<file path="config.mk">
export PLATFORM = sky130hd
export DESIGN_NAME = write_buffer_flat
export DESIGN_NICKNAME = d
export VERILOG_FILES = /design/src/rtl/write_buffer_pkg.sv /design/src/rtl/write_buffer_if.sv /design/src/rtl/write_buffer_fifo.sv /design/src/rtl/write_buffer.sv /design/src/flat_wrapper.sv
export SDC_FILE = /design/constraint.sdc
export NUM_CORES = 1
export LEC_CHECK = 0
export BUFFER_PORTS_ARGS = -buffer_cell sky130_fd_sc_hd__buf_2
export CORE_UTILIZATION = 63
export CTS_CLUSTER_DIAMETER = 40
export DETAILED_ROUTE_END_ITERATION = 7
export GPL_ROUTABILITY_DRIVEN = 0
export MAX_ROUTING_LAYER = met4
export PLACE_DENSITY = 0.86
export SETUP_SLACK_MARGIN = 0.3
export SYNTH_ARGS = -nofsm -noshare
export SYNTH_HDL_FRONTEND = slang
export SYNTH_SLANG_ARGS = --single-unit
</file>
<file path="constraint.sdc">
create_clock -name clk -period 19.7 [get_ports clk]
set_input_delay 3.94 -clock clk [delete_from_list [all_inputs] [get_ports clk]]
set_output_delay 3.94 -clock clk [all_outputs]
set_load 0.01 [all_outputs]
</file>
<file path="src/rtl/write_buffer_pkg.sv">
// Shared constants for the posted-write buffer: default sizing and the
// state encoding the cache top uses when it sizes its stall logic.
package write_buffer_pkg;

  localparam int WB_DEPTH  = 4;
  localparam int WB_ADDR_W = 32;
  localparam int WB_DATA_W = 32;

  localparam logic [1:0] WB_S_IDLE  = 2'd0;
  localparam logic [1:0] WB_S_DRAIN = 2'd1;
  localparam logic [1:0] WB_S_FLUSH = 2'd2;

endpackage

</file>
<file path="src/rtl/write_buffer_if.sv">
// Cache-side and memory-side signals of the write buffer. The buffer is the
// slave; the cache plus memory environment is the master.
interface write_buffer_if
  import write_buffer_pkg::*;
#(
  parameter int ADDR_WIDTH = WB_ADDR_W,
  parameter int DATA_WIDTH = WB_DATA_W
);
  logic                  c_wen;
  logic                  c_ren;
  logic [ADDR_WIDTH-1:0] c_addr;
  logic [DATA_WIDTH-1:0] c_wdata;
  logic [DATA_WIDTH-1:0] c_rdata;
  logic                  flush;
  logic                  full;
  logic                  empty;
  logic                  flush_done;
  logic                  m_ready;
  logic                  m_wen;
  logic [ADDR_WIDTH-1:0] m_addr;
  logic [DATA_WIDTH-1:0] m_wdata;
  logic [DATA_WIDTH-1:0] m_rdata;

  modport master (
    output c_wen, c_ren, c_addr, c_wdata, flush, m_ready, m_rdata,
    input  c_rdata, full, empty, flush_done, m_wen, m_addr, m_wdata
  );

  modport slave (
    input  c_wen, c_ren, c_addr, c_wdata, flush, m_ready, m_rdata,
    output c_rdata, full, empty, flush_done, m_wen, m_addr, m_wdata
  );
endinterface

</file>
<file path="src/rtl/write_buffer_fifo.sv">
// Circular word store for the write buffer: valid bits, head/tail/count,
// word-address matching with youngest-entry selection for coalesce and forward.
module wb_fifo
  import write_buffer_pkg::*;
#(
  parameter int DEPTH      = WB_DEPTH,
  parameter int ADDR_WIDTH = WB_ADDR_W,
  parameter int DATA_WIDTH = WB_DATA_W,
  localparam int PW = $clog2(DEPTH),
  localparam int CW = PW + 1
) (
  input  logic                  clk,
  input  logic                  reset,
  input  logic                  wr_en,
  input  logic                  pop,
  input  logic [ADDR_WIDTH-1:0] addr,
  input  logic [DATA_WIDTH-1:0] wdata,
  output logic [ADDR_WIDTH-1:0] head_addr,
  output logic [DATA_WIDTH-1:0] head_data,
  output logic [CW-1:0]         count,
  output logic [CW-1:0]         count_next,
  output logic                  rd_hit,
  output logic [DATA_WIDTH-1:0] rd_data
);

  logic [ADDR_WIDTH-1:0] addr_q [DEPTH];
  logic [DATA_WIDTH-1:0] data_q [DEPTH];
  logic [DEPTH-1:0]      valid;
  logic [PW-1:0]         head, tail;
  logic [DEPTH-1:0]      match;
  logic                  wr_hit, push;
  logic [PW-1:0]         wr_idx, rd_idx;

  // Walk from oldest to youngest so the last hit wins; the popping head is
  // never a coalesce target because its data is already on the memory bus.
  always_comb begin
    logic [PW-1:0] idx;
    idx    = '0;
    match  = '0;
    rd_hit = 1'b0;
    rd_idx = '0;
    wr_hit = 1'b0;
    wr_idx = '0;
    for (int i = 0; i < DEPTH; i++)
      match[i] = valid[i] && (addr_q[i][ADDR_WIDTH-1:2] == addr[ADDR_WIDTH-1:2]);
    for (int i = 0; i < DEPTH; i++) begin
      idx = head + PW'(i);
      if (match[idx]) begin
        rd_hit = 1'b1;
        rd_idx = idx;
        if (!(pop && (idx == head))) begin
          wr_hit = 1'b1;
          wr_idx = idx;
        end
      end
    end
  end

  assign push       = wr_en && !wr_hit;
  assign count_next = count + CW'(push) - CW'(pop);
  assign head_addr  = addr_q[head];
  assign head_data  = data_q[head];
  assign rd_data    = data_q[rd_idx];

  always_ff @(posedge clk or posedge reset) begin
    if (reset) begin
      valid <= '0;
      head  <= '0;
      tail  <= '0;
      count <= '0;
    end else begin
      count <= count_next;
      if (pop) begin
        valid[head] <= 1'b0;
        head        <= head + 1'b1;
      end
      if (push) begin
        valid[tail] <= 1'b1;
        tail        <= tail + 1'b1;
      end
    end
  end

  always_ff @(posedge clk) begin
    if (wr_en) begin
      if (wr_hit) begin
        data_q[wr_idx] <= wdata;
      end else begin
        addr_q[tail] <= addr;
        data_q[tail] <= wdata;
      end
    end
  end

endmodule

</file>
<file path="src/rtl/write_buffer.sv">
// Posted-write buffer between the cache memory port and main memory:
// flush FSM, memory-port priority mux and read forwarding around wb_fifo.
module write_buffer
  import write_buffer_pkg::*;
#(
  parameter int DEPTH      = WB_DEPTH,
  parameter int ADDR_WIDTH = WB_ADDR_W,
  parameter int DATA_WIDTH = WB_DATA_W
) (
  input logic           clk,
  input logic           reset,
  write_buffer_if.slave bus
);

  localparam int CW = $clog2(DEPTH) + 1;

  logic [1:0]            state;
  logic                  full_q, empty_q, flush_done_q;
  logic                  enq, drain, pop, rd_hit;
  logic [ADDR_WIDTH-1:0] head_addr;
  logic [DATA_WIDTH-1:0] head_data, rd_data;
  logic [CW-1:0]         count, count_next;

  assign enq   = bus.c_wen && !full_q && (state != WB_S_FLUSH);
  assign drain = !bus.c_ren && (count != '0);
  assign pop   = drain && bus.m_ready;

  wb_fifo #(
    .DEPTH      (DEPTH),
    .ADDR_WIDTH (ADDR_WIDTH),
    .DATA_WIDTH (DATA_WIDTH)
  ) u_fifo (
    .clk        (clk),
    .reset      (reset),
    .wr_en      (enq),
    .pop        (pop),
    .addr       (bus.c_addr),
    .wdata      (bus.c_wdata),
    .head_addr  (head_addr),
    .head_data  (head_data),
    .count      (count),
    .count_next (count_next),
    .rd_hit     (rd_hit),
    .rd_data    (rd_data)
  );

  // A line fill owns the memory port; buffered writes drain only when it is idle.
  always_comb begin
    bus.m_wen   = drain;
    bus.m_addr  = '0;
    bus.m_wdata = '0;
    if (bus.c_ren) begin
      bus.m_addr = bus.c_addr;
    end else if (drain) begin
      bus.m_addr  = head_addr;
      bus.m_wdata = head_data;
    end
  end

  assign bus.c_rdata    = rd_hit ? rd_data : bus.m_rdata;
  assign bus.full       = full_q;
  assign bus.empty      = empty_q;
  assign bus.flush_done = flush_done_q;

  always_ff @(posedge clk or posedge reset) begin
    if (reset) begin
      state        <= WB_S_IDLE;
      full_q       <= 1'b0;
      empty_q      <= 1'b1;
      flush_done_q <= 1'b0;
    end else begin
      full_q       <= (count_next == CW'(DEPTH));
      empty_q      <= (count_next == '0);
      flush_done_q <= 1'b0;
      case (state)
        WB_S_FLUSH: begin
          if (count_next == '0) begin
            flush_done_q <= 1'b1;
            state        <= WB_S_IDLE;
          end
        end
        default: begin
          if (bus.flush) begin
            if (count_next == '0) begin
              flush_done_q <= 1'b1;
              state        <= WB_S_IDLE;
            end else begin
              state <= WB_S_FLUSH;
            end
          end else begin
            state <= (count_next == '0) ? WB_S_IDLE : WB_S_DRAIN;
          end
        end
      endcase
    end
  end

endmodule

</file>
<file path="src/flat_wrapper.sv">
// flat-port wrapper written by rule: the top's interface ports become plain ports
module write_buffer_flat import write_buffer_pkg::*;
#(
  parameter int DEPTH      = WB_DEPTH,
  parameter int ADDR_WIDTH = WB_ADDR_W,
  parameter int DATA_WIDTH = WB_DATA_W
)
  (clk, reset, bus_c_wen, bus_c_ren, bus_c_addr, bus_c_wdata, bus_flush, bus_m_ready, bus_m_rdata, bus_c_rdata, bus_full, bus_empty, bus_flush_done, bus_m_wen, bus_m_addr, bus_m_wdata);
  write_buffer_if #(.ADDR_WIDTH(ADDR_WIDTH), .DATA_WIDTH(DATA_WIDTH)) bus_i ();
  input logic clk;
  input logic reset;
  input wire logic [$bits(bus_i.c_wen)-1:0] bus_c_wen;
  input wire logic [$bits(bus_i.c_ren)-1:0] bus_c_ren;
  input wire logic [$bits(bus_i.c_addr)-1:0] bus_c_addr;
  input wire logic [$bits(bus_i.c_wdata)-1:0] bus_c_wdata;
  input wire logic [$bits(bus_i.flush)-1:0] bus_flush;
  input wire logic [$bits(bus_i.m_ready)-1:0] bus_m_ready;
  input wire logic [$bits(bus_i.m_rdata)-1:0] bus_m_rdata;
  output wire logic [$bits(bus_i.c_rdata)-1:0] bus_c_rdata;
  output wire logic [$bits(bus_i.full)-1:0] bus_full;
  output wire logic [$bits(bus_i.empty)-1:0] bus_empty;
  output wire logic [$bits(bus_i.flush_done)-1:0] bus_flush_done;
  output wire logic [$bits(bus_i.m_wen)-1:0] bus_m_wen;
  output wire logic [$bits(bus_i.m_addr)-1:0] bus_m_addr;
  output wire logic [$bits(bus_i.m_wdata)-1:0] bus_m_wdata;
  assign bus_i.c_wen = bus_c_wen;
  assign bus_i.c_ren = bus_c_ren;
  assign bus_i.c_addr = bus_c_addr;
  assign bus_i.c_wdata = bus_c_wdata;
  assign bus_i.flush = bus_flush;
  assign bus_i.m_ready = bus_m_ready;
  assign bus_i.m_rdata = bus_m_rdata;
  assign bus_c_rdata = bus_i.c_rdata;
  assign bus_full = bus_i.full;
  assign bus_empty = bus_i.empty;
  assign bus_flush_done = bus_i.flush_done;
  assign bus_m_wen = bus_i.m_wen;
  assign bus_m_addr = bus_i.m_addr;
  assign bus_m_wdata = bus_i.m_wdata;
  write_buffer #(.DEPTH(DEPTH), .ADDR_WIDTH(ADDR_WIDTH), .DATA_WIDTH(DATA_WIDTH)) u_core (.clk(clk), .reset(reset), .bus(bus_i));
endmodule
</file>
Word level (Yosys, flattened, before mapping). Memories as Yosys holds them, arrays and structs flattened. Cells that the tools add are included.

Add/sub/neg operators: 6. Order comparisons: 7. Equality and inequality tests: 11. Multiplexer cells: 60. Bitwise logic cells: 3. Reduce and logical (&&, ||, !) cells: 20.

Operators by type and width (count): $mux 32 (6); $eq 30x30->1 (4); $mux 2 (17); $reduce_or 32->1 (1); $mux 1 (29); $lt 2x3->1 const B (5); $logic_and 1x1->1 (14); $bmux 1 s2 (4); $mux 4 (2); $eq 2x2->1 (3); $add 2x1->2 const B (2); $add 2x2->2 const B (2); $and 4x4->4 (1); $demux 1 s2 (2); $ge 2x1->1 const B (2); $not 4->4 (1); $or 4x4->4 (1); $add 3x1->3 (1); $eq 3x3->1 const B (1); $logic_not 1->1 (3); $logic_not 3->1 (1); $reduce_bool 3->1 (1); $sub 3x1->3 (1); $eq 2x2->1 const B (1); other kinds (2) (2).

Flip-flop bits (word level): 16. Memory bits (writable): 256. Bits of input ports: 102. Output and inout port bits: 100. Word-level logic and storage cells: 117. Memories: 2.

Memory list: u_core.u_fifo.addr_q (words 4, width 32, read ports 5, clocked after memory_dff 0, write ports 1, RTL line write_buffer_fifo.sv:26) `logic [ADDR_WIDTH-1:0] addr_q [DEPTH];`; u_core.u_fifo.data_q (words 4, width 32, read ports 2, clocked after memory_dff 0, write ports 1, RTL line write_buffer_fifo.sv:27) `logic [DATA_WIDTH-1:0] data_q [DEPTH];`.

Longest topological paths before layout. An unclocked memory read counts as a cell.

Depth after elaboration: 20. Gate-level depth with buffers: 19. Mapped depth without buffers: 16.

By module. A second synthesis with hierarchy kept.

Cell total of the unflattened synthesis: 907. Area, all modules: 14312.5 um^2.

By module, submodules not included: wb_fifo (instances 1, cells an instance 744, area an instance 12906.1 um^2, seq. area each 7962.6 um^2); write_buffer (instances 1, cells an instance 163, area an instance 1406.3 um^2, seq. area each 126.4 um^2).

Worst setup path after synthesis. No wires, ideal clock.

Path type: input to output. From: in bus_c_addr[9]. To: out bus_c_rdata[0]. Arrival time: 6.574 ns. Required time: 15.760 ns. Path slack: 9.186 ns. Stages on the path: 11. Buffers on the path: 2. Path through: buf_2 > xnor2_2 > nand4_1 > nor4_4 > nand2_2 > mux4_2 > o2bb2ai_4 > a2bb2oi_2 > buf_2 > mux2i_1 > a221oi_1.

Longest elaborated chain between the ends: 10. Elaborated cells on any way between the ends: 26. Classes of those cells: 4 x eq/ne; 17 x mux; 4 x reduce/logical; 1 x memory.

Ends and longest elaborated chain: from (decl) (RTL line flat_wrapper.sv:14) `input wire logic [$bits(bus_i.c_addr)-1:0] bus_c_addr;`; $eq 30x30->1 (RTL line write_buffer_fifo.sv:45) `match[i] = valid[i] && (addr_q[i][ADDR_WIDTH-1:2] == addr[ADDR_WIDTH-1:2]);`; $logic_and 1x1->1 (RTL line write_buffer_fifo.sv:45); $bmux 1 s2 (RTL line write_buffer_fifo.sv:48) `if (match[idx]) begin`; $mux 1 (implied by the code) (RTL line write_buffer_fifo.sv:48); $mux 2 (4 in series) (RTL line write_buffer_fifo.sv:48); $mem_v2 4x32; $mux 32 * (RTL line write_buffer.sv:60) `assign bus.c_rdata = rd_hit ? rd_data : bus.m_rdata;`; to (decl) (RTL line flat_wrapper.sv:19) `output wire logic [$bits(bus_i.c_rdata)-1:0] bus_c_rdata;`.

Every way passes the cells marked *; elsewhere a longest branch is shown, timed or not. The select of a mux whose other input is x is not followed.

Worst setup path after layout.
From: in bus_c_addr[19]. To: out bus_c_rdata[5].

The elaborated chain is that of the path after synthesis.

==> impl_metrics.tcl <==
set metrics [dict create \
    drc 0 \
    max-vdd-ir-drop_mv 0.0863 \
    p_per_area_mw_per_mm2 124 \
    syn_area_mm2 0.0145 \
    worstHoldStart "u_core.u_fifo.valid[3]$_DFF_PP0_" \
    cts_setup_buffers 0 \
    syn_avg_cell_area_um2 14.6 \
    cts.path.max_buffers 3 \
    tightest_slew_ns 1.05 \
    final_util 0.736 \
    wl_per_cell_um 25.8 \
    relSlewSlack 0.302 \
    timing.final.crit_share 0.607 \
    die_h_um 154 \
    cts_tree "done" \
    via_per_inst 6.98 \
    status "finished, final reports clean" \
    yosys.area.top_type "edfxtp_1" \
    coreArea_mm2 0.0226 \
    via_count 10300 \
    hold_path_class "reg -> reg" \
    clkTransAtPathRegs_ns 0.05 \
    fin_skew_ns 0.0300 \
    die_area_mm2 0.0236 \
    grt_pass1_wl_um 57600 \
    finalNetCount 1277 \
    pin_count 202 \
    root_buffer "clkbuf_16" \
    initial_core_util 0.641 \
    ys_async_sr_fraction 0.0588 \
    cp-start-kind "primary input" \
    synth_top_flop_cell "edfxtp_1" \
    htree_levels 2 \
    period_needed_ns 11.97 \
    power.leakage_nw 6.12 \
    slew_viol_final 0 \
    drtIter0Drc 1584 \
    fin_cells 1478 \
    cts_hold_buf 0 \
    arrival_ns 8.03 \
    synthesis.nets 1107 \
    setup_viol 0 \
    yosys_warnings 0 \
    required_ns 15.76 \
    maxCapViolCount 0 \
    hold_viol 0 \
    r2r_start "u_core.u_fifo.head[0]$_DFFE_PP0P_" \
    final.setup.tns_ns 0 \
    layout-drive-gt1-share 0.314 \
    grt_max_degree 73 \
    rsz0062_at_grt "no" \
    synth-seq-cells 272 \
    fp-row-count 55 \
    synth.area.top_cells "edfxtp_1 53%, mux4_2 10%, xnor2_1 7.0%" \
    crit_type "in -> out" \
    gr-total-overflow 0 \
    cts_sinks 272 \
    dpl.cell_count 1413 \
    end_kind "primary output" \
    antenna_found_initial 8 \
    drtPass1Iterations 8 \
    ys_types 62 \
    cts-resized-gates 0 \
    max_freq_mhz 83.6 \
    synth_top_area_share 0.531 \
    die_w_um 154 \
    cts_buffers 34 \
    finalWirelength_um 38200 \
    syn_to_final_growth_pct 14.8 \
    ant_nets 0 \
    io_buffer_count 201 \
    first_global_vias 9992 \
    cp_max_fo 26 \
    ys_seq_area_frac 0.559 \
    synthCells 994 \
    synth-edff-count 256 \
    startpoint "bus_c_addr[19]" \
    grt_usage 0.336 \
    hpwl_um 24400 \
    clk-insertion-delay-late_ns 0.52 \
]
-- cell families (layout without fill, tap and decap cells) --
family / after synthesis / in the layout / synth area share
compound gates: 147 / 147 / 0.0907
xor+xnor: 124 / 124 / 0.0792
fa+ha+maj: 11 / 11 / 0.0100
buf+inv: 111 / 300 / 0.0392
flops: 272 / 272 / 0.559
mux: 114 / 114 / 0.137
other cells: 0 / 10 / 0
simple gates: 215 / 215 / 0.0852
-- critical path: stages --
cell and delay, ns:
buf_2 0.16, xnor2_1 0.55, nand4_1 0.20, nor4_2 0.48, nand2_2 0.22, mux4_2 0.63, a21o_1 0.26, a22oi_4 0.81
mux2i_1 0.18, a221oi_1 0.36, buf_2 0.22
-- synthesized netlist by cell type, types with 3 or more instances --
| master | number |
|---|---|
| nand3_1 | 21 |
| o21ai_0 | 7 |
| nor4_1 | 12 |
| o211a_1 | 18 |
| a221oi_2 | 3 |
| a21o_1 | 5 |
| xnor2_2 | 8 |
| dfrtp_1 | 15 |
| buf_2 | 18 |
| a221oi_1 | 13 |
| edfxtp_1 | 256 |
| ha_1 | 10 |
| o221ai_1 | 17 |
| o22ai_1 | 4 |
| a211oi_1 | 22 |
| nor3_1 | 4 |
| mux2i_1 | 46 |
| buf_6 | 16 |
| buf_1 | 9 |
| nor2_1 | 39 |
| xnor2_1 | 115 |
| nor4_2 | 6 |
| and2_1 | 41 |
| o211ai_1 | 4 |
| clkbuf_1 | 38 |
| inv_1 | 27 |
| a22o_1 | 34 |
| mux4_2 | 67 |
| nand2_1 | 23 |
| nand4_1 | 58 |
-- final cells by class --
| class | count | area, um^2 |
|---|---|---|
| Fill cell | 1390 | 5960 |
| Clock buffer | 40 | 895 |
| Inverter | 28 | 105 |
| Antenna cell | 10 | 25.0 |
| Timing Repair Buffer | 217 | 1130 |
| Sequential cell | 272 | 8100 |
| Tap cell | 285 | 357 |
| Multi-Input combinational cell | 611 | 5880 |
| Clock inverter | 15 | 135 |
-- stage by stage --
step	power [mW]	worst slack [ns]	hold WS (ns)	area, um^2
floorplan	1.27	9.19	0.471	14500
global placement	1.46	8.16	0.524	15600
detailed placement	1.47	8.02	0.523	15600
CTS	2.04	7.91	0.542	16600
global route	2.13	7.55	0.551	16600
finish	2.05	7.73	0.538	16600
-- state kept, by name (all words and copies together), names as in the netlist --
| register | flops |
|---|---|
| u_core.bus.full | 1 |
| u_core.bus.empty | 1 |
| u_core.u_fifo.data_q | 128 |
| u_core.state | 2 |
| u_core.u_fifo.addr_q | 128 |
| u_core.u_fifo.tail | 2 |
| u_core.u_fifo.head | 2 |
| u_core.u_fifo.count | 3 |
| u_core.bus.flush_done | 1 |
| u_core.u_fifo.valid | 4 |
-- layout by cell type (no fill, tap or decap), types with 16 or more instances in the layout --
cell type	n
a22o_1	34
buf_4	16
a211oi_1	20
edfxtp_1	256
nand2_1	23
nor2_1	37
nand3_1	21
mux2i_1	46
mux4_2	67
inv_1	27
nand4_1	58
buf_2	201
xnor2_1	115
o211a_1	18
o221ai_1	17
clkbuf_16	35
and2_1	41
-- routing by layer --
layer	routed length, um	part of all wire	up-vias	track usage
met5	0	0	-	-
met4	1450	0.038	0	0.134
met3	4760	0.12	150	0.0851
met2	17900	0.47	822	0.501
met1	14100	0.37	5038	0.444
li1	-	-	4301	-
-- report_power, final --
part	total (mW)	switching [mW]	leakage (nW)	internal [mW]
registers	0.794	0.0753	2.51	0.718
clock network	0.576	0.235	0.498	0.341
logic	0.684	0.379	3.11	0.305
-- path summary, 6_finish.rpt --
kind	end	slack, ns	cells past startpoint
setup / recovery	bus_c_rdata[5]	7.73	11
hold / removal	u_core.u_fifo.valid[3]$_DFF_PP0_	0.54	1
setup reg to reg	u_core.state[1]$_DFFE_PP0P_	14.61	17
hold reg to reg	u_core.u_fifo.valid[3]$_DFF_PP0_	0.54	1
max in group asynchronous	u_core.u_fifo.head[1]$_DFFE_PP0P_	15.69	2
min in group asynchronous	u_core.state[1]$_DFFE_PP0P_	3.52	2
No activity file was read; power rests on OpenSTA's default activity.
